<file path="src/rtl/pc_ctrl_if.sv">
// Fetch-sequencer bus: redirect/exception inputs, instruction-memory handshake
// and the fetched-instruction buffer outputs of pc_ctrl.
interface pc_ctrl_if;
   logic        stall;
   logic        redirect;
   logic [31:0] redirect_pc;
   logic        exc;
   logic        imem_req;
   logic [31:0] imem_addr;
   logic        imem_ack;
   logic [31:0] imem_rdata;
   logic        instr_valid;
   logic [31:0] instr;
   logic [31:0] instr_pc;
   logic [31:0] pc;
   logic [31:0] epc;
   logic        misalign;

   modport master (
      input  stall, redirect, redirect_pc, exc, imem_ack, imem_rdata,
      output imem_req, imem_addr, instr_valid, instr, instr_pc, pc, epc, misalign
   );

   modport slave (
      output stall, redirect, redirect_pc, exc, imem_ack, imem_rdata,
      input  imem_req, imem_addr, instr_valid, instr, instr_pc, pc, epc, misalign
   );
endinterface

</file>
<file path="src/rtl/pc_ctrl.sv">
// Fetch sequencer: owns the PC, drives the imem handshake, buffers one instruction.
// Optional PC_ALIGN_CHECK_EN turns misaligned redirects into exceptions.
module pc_ctrl #(
   parameter logic [31:0] RESET_VEC = 32'h0000_0000,
   parameter logic [31:0] EXC_VEC   = 32'h0000_0080
) (
   input  logic       clk,
   input  logic       rst_n,
   pc_ctrl_if.master  bus
);
   typedef enum logic [1:0] {BOOT, FETCH, FULL} state_t;

   state_t      r_state;
   logic [31:0] r_pc;
   logic [31:0] r_instr;
   logic [31:0] r_instr_pc;
   logic        r_instr_valid;
   logic [31:0] r_epc;
   logic        r_pend;
   logic        r_pend_exc;
   logic [31:0] r_pend_pc;
   logic        r_imem_req;
   logic        r_misalign;

   logic        w_redir_bad;
   logic [31:0] w_redir_tgt;
   logic        w_exc_evt;
   logic        w_evt;
   logic [31:0] w_tgt;

`ifdef PC_ALIGN_CHECK_EN
   assign w_redir_bad = bus.redirect && (bus.redirect_pc[1:0] != 2'b00);
   assign w_redir_tgt = bus.redirect_pc;
`else
   assign w_redir_bad = 1'b0;
   assign w_redir_tgt = {bus.redirect_pc[31:2], 2'b00};
`endif

   assign w_exc_evt = bus.exc | w_redir_bad;
   assign w_evt     = bus.exc | bus.redirect;
   // A pending exception is never displaced by a later redirect
   assign w_tgt     = (w_exc_evt || (r_pend && r_pend_exc)) ? EXC_VEC : w_redir_tgt;

   always_ff @(posedge clk or negedge rst_n) begin
      if (!rst_n) begin
         r_state       <= BOOT;
         r_pc          <= RESET_VEC;
         r_instr       <= 32'h0;
         r_instr_pc    <= 32'h0;
         r_instr_valid <= 1'b0;
         r_epc         <= 32'h0;
         r_pend        <= 1'b0;
         r_pend_exc    <= 1'b0;
         r_pend_pc     <= 32'h0;
         r_imem_req    <= 1'b0;
         r_misalign    <= 1'b0;
      end else begin
         r_misalign <= 1'b0;
         case (r_state)
            BOOT: begin
               r_state    <= FETCH;
               r_imem_req <= 1'b1;
            end
            FETCH: begin
               r_misalign <= w_redir_bad;
               if (w_exc_evt)
                  r_epc <= r_pc;
               if (!bus.imem_ack) begin
                  if (w_evt) begin
                     r_pend     <= 1'b1;
                     r_pend_exc <= r_pend_exc | w_exc_evt;
                     r_pend_pc  <= w_tgt;
                  end
               end else if (w_evt) begin
                  r_pc       <= w_tgt;
                  r_pend     <= 1'b0;
                  r_pend_exc <= 1'b0;
               end else if (r_pend) begin
                  r_pc       <= r_pend_pc;
                  r_pend     <= 1'b0;
                  r_pend_exc <= 1'b0;
               end else begin
                  r_instr       <= bus.imem_rdata;
                  r_instr_pc    <= r_pc;
                  r_instr_valid <= 1'b1;
                  r_pc          <= r_pc + 32'd4;
                  r_imem_req    <= 1'b0;
                  r_state       <= FULL;
               end
            end
            FULL: begin
               r_misalign <= w_redir_bad;
               if (w_evt || !bus.stall) begin
                  if (w_exc_evt)
                     r_epc <= r_instr_pc;
                  if (w_evt)
                     r_pc <= w_tgt;
                  r_instr_valid <= 1'b0;
                  r_imem_req    <= 1'b1;
                  r_state       <= FETCH;
               end
            end
            default: begin
               r_state    <= BOOT;
               r_imem_req <= 1'b0;
            end
         endcase
      end
   end

   assign bus.imem_req    = r_imem_req;
   assign bus.imem_addr   = r_pc;
   assign bus.pc          = r_pc;
   assign bus.instr       = r_instr;
   assign bus.instr_pc    = r_instr_pc;
   assign bus.instr_valid = r_instr_valid;
   assign bus.epc         = r_epc;
   assign bus.misalign    = r_misalign;
endmodule

</file>
<file path="src/flat_wrapper.sv">
// flat-port wrapper written by rule: the top's interface ports become plain ports
module pc_ctrl_flat 
#(
   parameter logic [31:0] RESET_VEC = 32'h0000_0000,
   parameter logic [31:0] EXC_VEC   = 32'h0000_0080
)
  (clk, rst_n, bus_stall, bus_redirect, bus_redirect_pc, bus_exc, bus_imem_ack, bus_imem_rdata, bus_imem_req, bus_imem_addr, bus_instr_valid, bus_instr, bus_instr_pc, bus_pc, bus_epc, bus_misalign);
  pc_ctrl_if bus_i ();
  input  logic clk;
  input  logic rst_n;
  input wire logic [$bits(bus_i.stall)-1:0] bus_stall;
  input wire logic [$bits(bus_i.redirect)-1:0] bus_redirect;
  input wire logic [$bits(bus_i.redirect_pc)-1:0] bus_redirect_pc;
  input wire logic [$bits(bus_i.exc)-1:0] bus_exc;
  input wire logic [$bits(bus_i.imem_ack)-1:0] bus_imem_ack;
  input wire logic [$bits(bus_i.imem_rdata)-1:0] bus_imem_rdata;
  output wire logic [$bits(bus_i.imem_req)-1:0] bus_imem_req;
  output wire logic [$bits(bus_i.imem_addr)-1:0] bus_imem_addr;
  output wire logic [$bits(bus_i.instr_valid)-1:0] bus_instr_valid;
  output wire logic [$bits(bus_i.instr)-1:0] bus_instr;
  output wire logic [$bits(bus_i.instr_pc)-1:0] bus_instr_pc;
  output wire logic [$bits(bus_i.pc)-1:0] bus_pc;
  output wire logic [$bits(bus_i.epc)-1:0] bus_epc;
  output wire logic [$bits(bus_i.misalign)-1:0] bus_misalign;
  assign bus_i.stall = bus_stall;
  assign bus_i.redirect = bus_redirect;
  assign bus_i.redirect_pc = bus_redirect_pc;
  assign bus_i.exc = bus_exc;
  assign bus_i.imem_ack = bus_imem_ack;
  assign bus_i.imem_rdata = bus_imem_rdata;
  assign bus_imem_req = bus_i.imem_req;
  assign bus_imem_addr = bus_i.imem_addr;
  assign bus_instr_valid = bus_i.instr_valid;
  assign bus_instr = bus_i.instr;
  assign bus_instr_pc = bus_i.instr_pc;
  assign bus_pc = bus_i.pc;
  assign bus_epc = bus_i.epc;
  assign bus_misalign = bus_i.misalign;
  pc_ctrl #(.RESET_VEC(RESET_VEC), .EXC_VEC(EXC_VEC)) u_core (.clk(clk), .rst_n(rst_n), .bus(bus_i));
endmodule
</file>
<file path="config.mk">
export PLATFORM = sky130hd
export DESIGN_NAME = pc_ctrl_flat
export DESIGN_NICKNAME = d
export VERILOG_FILES = /design/src/rtl/pc_ctrl_if.sv /design/src/rtl/pc_ctrl.sv /design/src/flat_wrapper.sv
export SDC_FILE = /design/constraint.sdc
export NUM_CORES = 1
export LEC_CHECK = 0
export BUFFER_PORTS_ARGS = -buffer_cell sky130_fd_sc_hd__buf_2
export CAP_MARGIN = 0
export CORE_ASPECT_RATIO = 1.2
export CORE_MARGIN = 5
export CORE_UTILIZATION = 47
export DETAILED_ROUTE_END_ITERATION = 6
export PLACE_DENSITY = 0.89
export RECOVER_POWER = 50
export SLEW_MARGIN = 20
export SYNTH_ARGS = -nofsm -noshare
export SYNTH_HDL_FRONTEND = slang
export SYNTH_SLANG_ARGS = --single-unit
</file>
<file path="constraint.sdc">
create_clock -name clk -period 1.7 [get_ports clk]
set_input_delay 0.17 -clock clk [delete_from_list [all_inputs] [get_ports clk]]
set_output_delay 0.17 -clock clk [all_outputs]
set_load 0.02 [all_outputs]
</file>
* Word-level counts from Yosys, hierarchy flattened *
Index checks and enable logic that the tools add are counted.

word-level totals
  register bits = 166
  output and inout port bits = 163

operators by class
  add/sub/neg operators = 1
  equality and inequality tests = 9
  muxes and demuxes = 32
  bitwise operators = 5
  reductions and logical operators = 16

operators by type and width
  kind                                                                      count
  32-bit two-way mux                                                        9
  32-bit one-hot mux with 2 select lines                                    2
  32-bit by 3-bit adder with 32-bit output (second input constant)          1
  4-bit AND reduction                                                       4
  1-bit two-way mux                                                         14
  2-bit inequality test (second input constant)                             5
  2-bit two-way mux                                                         4
  2-bit one-hot mux with 3 select lines                                     1
  3-bit AND reduction                                                       2
  2-bit nonzero test                                                        3
  5-bit AND reduction                                                       1
  2-bit by 1-bit inequality test with 1-bit output (second input constant)  2
  1-bit inverter                                                            3
  1-bit one-hot mux with 3 select lines                                     1
  2-bit by 1-bit == test with 1-bit output (second input constant)          1
  2-bit == test (second input constant)                                     1
  2-bit zero test                                                           1
  1-bit logical OR                                                          2
  1-bit OR                                                                  2
  1-bit one-hot mux with 2 select lines                                     1
  2-bit AND reduction                                                       1
  1-bit logical AND                                                         1
  1-bit zero test                                                           1

* Depth between registers and ports, before layout *
  word-level depth = 6
  mapped depth = 8
  gate-level depth less buffers = 6

* Worst setup path after synthesis *
Ideal clock, no wire load.

  path type = flip-flop to flip-flop
  from = register u_core.r_pc[8], in the netlist u_core.bus.imem_addr[8]
  to = register u_core.r_pc[25], in the netlist u_core.bus.imem_addr[25]
  data arrival time = 1.917 ns
  required time = 1.631 ns
  setup slack = -0.286 ns
  cell stages (with the launch flop) = 7
  path buffers = 1
  period minus slack after synthesis = 1.986 ns
  cell sequence = dfrtp_1 > buf_2 > nand4_4 > nor4_4 > nand3_1 > or4_1 > nand3_1

on the way
  cells in the longest elaborated chain, start to end = 5

ends and longest elaborated chain
  element                                   line           source
  start: declaration                        pc_ctrl.sv:14  logic [31:0] r_pc;
  start signal: assignment                  pc_ctrl.sv:75  r_pc <= w_tgt;
  start signal: assignment                  pc_ctrl.sv:79  r_pc <= r_pend_pc;
  start signal: assignment                  pc_ctrl.sv:86  r_pc <= r_pc + 32'd4;
  32-bit by 3-bit adder with 32-bit output  pc_ctrl.sv:86
  32-bit two-way mux                        pc_ctrl.sv:78  end else if (r_pend) begin
  32-bit two-way mux                        pc_ctrl.sv:74  end else if (w_evt) begin
  32-bit two-way mux                        pc_ctrl.sv:68  if (!bus.imem_ack) begin
  32-bit one-hot mux with 2 select lines    pc_ctrl.sv:59  case (r_state)

No other way between the ends. The select of a mux whose other input is x is not followed.
A chain may end at the register's enable or synchronous reset.

* Worst setup path after layout *
  from = register u_core.r_pc[11], in the netlist u_core.bus.imem_addr[11]
  to = register u_core.r_pc[19], in the netlist u_core.bus.imem_addr[19]

The elaborated chain is that of the path after synthesis.

==> flow_summary.toml <==
[run_status]
status = "complete, but fails checks"
violations = "design-rule violations, negative setup slack"

[clock_network]
cts_made_buffers = 17
insertion_delay_ps = 440
clockBufferDepth = 2
cts_sinks = 157
cts_tree = "done"
cts_max_level = 4
cts-root-buf = "clkbuf_16"
path_clk_slew_ps = 70

[die]
die_h_um = 150
fp.dieW_um = 126
die-area_sq_um = 18900
initial_utilization = 0.475
rows = 51
io_pins = 233
core_sq_um = 16100

[worst_setup_path]
critPathArrivalTime_ps = 2300
path_buf_inv = 2
critPathTopFamily = "simple AND/OR/NAND/NOR gates"
critPathSlowestCell = "dfrtp_1"
reg2regPathDepth = 7
rrSetupSlack_ps = -270
cp-end-kind = "flop"
critPathMaxStageDelay_ps = 470
critPathKind = "flop to flop"
critPathMaxFanout = 5
crit_required_ps = 2030
timing.rr.end = "u_core.bus.imem_addr[19]"
r2r-start = "u_core.bus.imem_addr[11]"
start_kind = "flop"
path_cells = "nand2_4 -> nor4_4 -> buf_4 -> buf_6 -> nand2_2 -> o311a_1 -> o21ai_1"

[layout]
antenna_cells = 0
regArea_sq_um = 3950
layout-drive-gt1-share = 0.471
fillers = 978
fin_cells = 1325
area_growth_pct = 48.4
nets = 1171
fin_util = 0.705
multi_input_area_sq_um = 3500

[synthesis]
synth_compound_area_frac = 0.128
synth-simple-area-share = 0.140
synth_warnings = 0
synth.area.mux_share = 0.126
yosysSeqAreaShare = 0.514
synth-xor-area-share = 0.0183
syn_area_sq_um = 7640
synth_area_per_cell_sq_um = 10.0
synthAdderAreaFrac = 0.00164
synth_flop_cell = "dfrtp_1"
synth_seq_cells = 157
synth_edf_count = 0
synthArstFlopShare = 1.00
ys_types = 56
synth_cells = 762
synth_top_family_by_area = "simple AND/OR/NAND/NOR gates"

[global_route]
grt_max_degree = 61
grt_pass1_vias = 7578
antenna_found_initial = 2
grt_use_total = 0.275
gr-total-overflow = 0
grt_pass1_wl_mm = 41.2

[place]
portBuffers = 221
hpwl_mm = 17.1
gp_congestion = 0.928
pre_cts_slack_ps = -128
dp_cells = 1207

[worst_hold_path]
min_path_cells = 2
holdPathEnd = "u_core.bus.instr[27]"
hold_class = "input pin to flop"
hold_start = "bus_imem_rdata[27]"

[timing]
setup_ws_ps = -270
hold_viol = 0
slew_viol_final = 0
setup_viol = 108
worstMarginPinSlew_ps = 782
fin_worst_skew_ps = 13.2
max_slew_margin = 0.479
final.min_clock_period_ps = 1970
rsz0062_at_grt = "true"
fin_crit_sh = 1.16
max_freq_mhz = 508

[routing]
vias = 8206
route.detailed.drc = 2
wire_per_inst_um = 24.1
wl_mm = 31.9
ant_nets = 0
viasPerCell = 6.19
drt_first_pass_iters = 7
first_iter_violations = 1221

[power]
power_density_nw_per_um2 = 1290
power_uw = 14600
ir_drop_mv = 0.699
power.leakage_uw = 0.00544

[job]
cap_violations = 0
[worst max path at each step]
stage | cells after the start | from | slack [ps] | end
2_1_floorplan | 6 | u_core.r_state[0] | -190 | u_core.bus.imem_addr[25]
3_3_place_gp | 5 | u_core.r_state[0] | -90 | u_core.bus.instr_pc[21]
3_5_place_dp | 6 | u_core.r_state[0] | -130 | u_core.bus.imem_addr[9]
4_1_cts | 5 | u_core.r_state[0] | -110 | u_core.bus.instr[27]
5_1_grt | 8 | u_core.r_state[1] | -290 | u_core.bus.imem_addr[29]
6_report | 7 | u_core.bus.imem_addr[11] | -270 | u_core.bus.imem_addr[19]
[final cells by class]
| type | instances | share of cell area |
|---|---|---|
| tap | 212 | 0.0234 |
| inverter | 7 | 0.00232 |
| clock inverter | 12 | 0.0140 |
| multi-input combinational | 515 | 0.309 |
| sequential | 157 | 0.348 |
| clock buffer | 20 | 0.0412 |
| timing repair buffer | 402 | 0.262 |
[registers in the layout, summed over array words and instances, names as in the netlist]
register,count
u_core.r_pend,1
u_core.bus.epc,30
u_core.bus.instr_pc,30
u_core.r_pend_pc,30
u_core.bus.imem_addr,30
u_core.bus.instr,32
u_core.r_state,2
u_core.bus.instr_valid,1
u_core.r_pend_exc,1
[cell usage after synthesis, drive strengths merged, types with 3 or more instances]
cell type,number,share of area
o21a,3,0.0029
mux2i,32,0.042
mux2,57,0.084
inv,6,0.0029
xnor2,4,0.0046
o211ai,14,0.014
buf,59,0.052
a31oi,6,0.0049
a21oi,26,0.019
o21ai,94,0.062
nor4,5,0.0069
nor2,30,0.015
and3,3,0.0025
nand3,21,0.014
nor3,9,0.0059
nor2b,4,0.0033
nand4,10,0.010
nand2b,3,0.0025
clkbuf,32,0.016
xor2,12,0.014
or3,4,0.0033
dfrtp,157,0.51
nand2,133,0.065
a22oi,11,0.011
[cell usage in the layout, fill, tap and decap left out, drive strengths merged, types with 2 or more instances in the layout]
cell,synthesis,routed
buf,59,353
nor2,30,30
o21ai,94,94
mux2i,32,32
and2,2,2
clkinv,1,3
a21oi,26,26
and3,3,3
nor3,9,9
clkinvlp,0,4
a311o,2,2
and4,2,2
nor4,5,5
o211ai,14,14
nand2,133,133
o21a,3,3
clkbuf,32,27
nand4,10,10
a2bb2oi,2,2
nor2b,4,4
or2,2,2
a22oi,11,11
dfrtp,157,157
mux2,57,57
nand3,21,21
a31oi,6,6
or3,4,4
nand2b,3,3
bufinv,0,3
xor2,12,12
xnor2,4,4
conb,1,9
inv,6,9
dlygate4sd3,0,41
[report_power, final]
part,total [uW],leakage (uW),switching [uW],internal (uW)
Sequential,5370,0.00199,726,4640
Clock,4090,0.000297,1650,2440
Combinational,5170,0.00316,3180,1990
[timing repair]
item | CTS | global route
gates cloned | 3 | 5
endpoints found under the setup margin | 84 | 131
hold buffers | 41 | 0
hold endpoints to repair | 171 | 0
resized for setup | 31 | 85
buffers inserted | 10 | 29
pin swaps | 11 | 32
[cell families after synthesis]
logic type,count (synthesis)
and+or+nand+nor,233
xor gates and xnor gates,16
muxes,89
AOI/OAI and AO/OA,167
DFF,157
adders and majority gates,1
buffers and inverters,98
other,1
[per-layer routing]
| layer | wire length (um) | track usage |
|---|---|---|
| met4 | 2290 | 0.158 |
| met5 | 31 | 0 |
| met2 | 15400 | 0.447 |
| met3 | 3490 | 0.0725 |
| met1 | 10700 | 0.332 |
[per-stage QoR]
| step | cell area (sq um) | hold WS, ps | TNS, ps |
|---|---|---|---|
| 3_3_place_gp | 9420 | 52.7 | -3070 |
| 3_5_place_dp | 9420 | 59.1 | -5330 |
| 4_1_cts | 10700 | 1.10 | -4640 |
| 5_1_grt | 11300 | 3.69 | -17650 |
| 6_report | 11300 | 6.93 | -12900 |
| 2_1_floorplan | 7750 | -126 | -8770 |
[worst register-to-register path: stages, from the launching register on]
cell	delay, ps
dfrtp_1	470
nand2_4	140
nor4_4	380
buf_4	190
buf_6	100
nand2_2	40
o311a_1	310
o21ai_1	240
No activity file was read; power rests on OpenSTA's default activity.
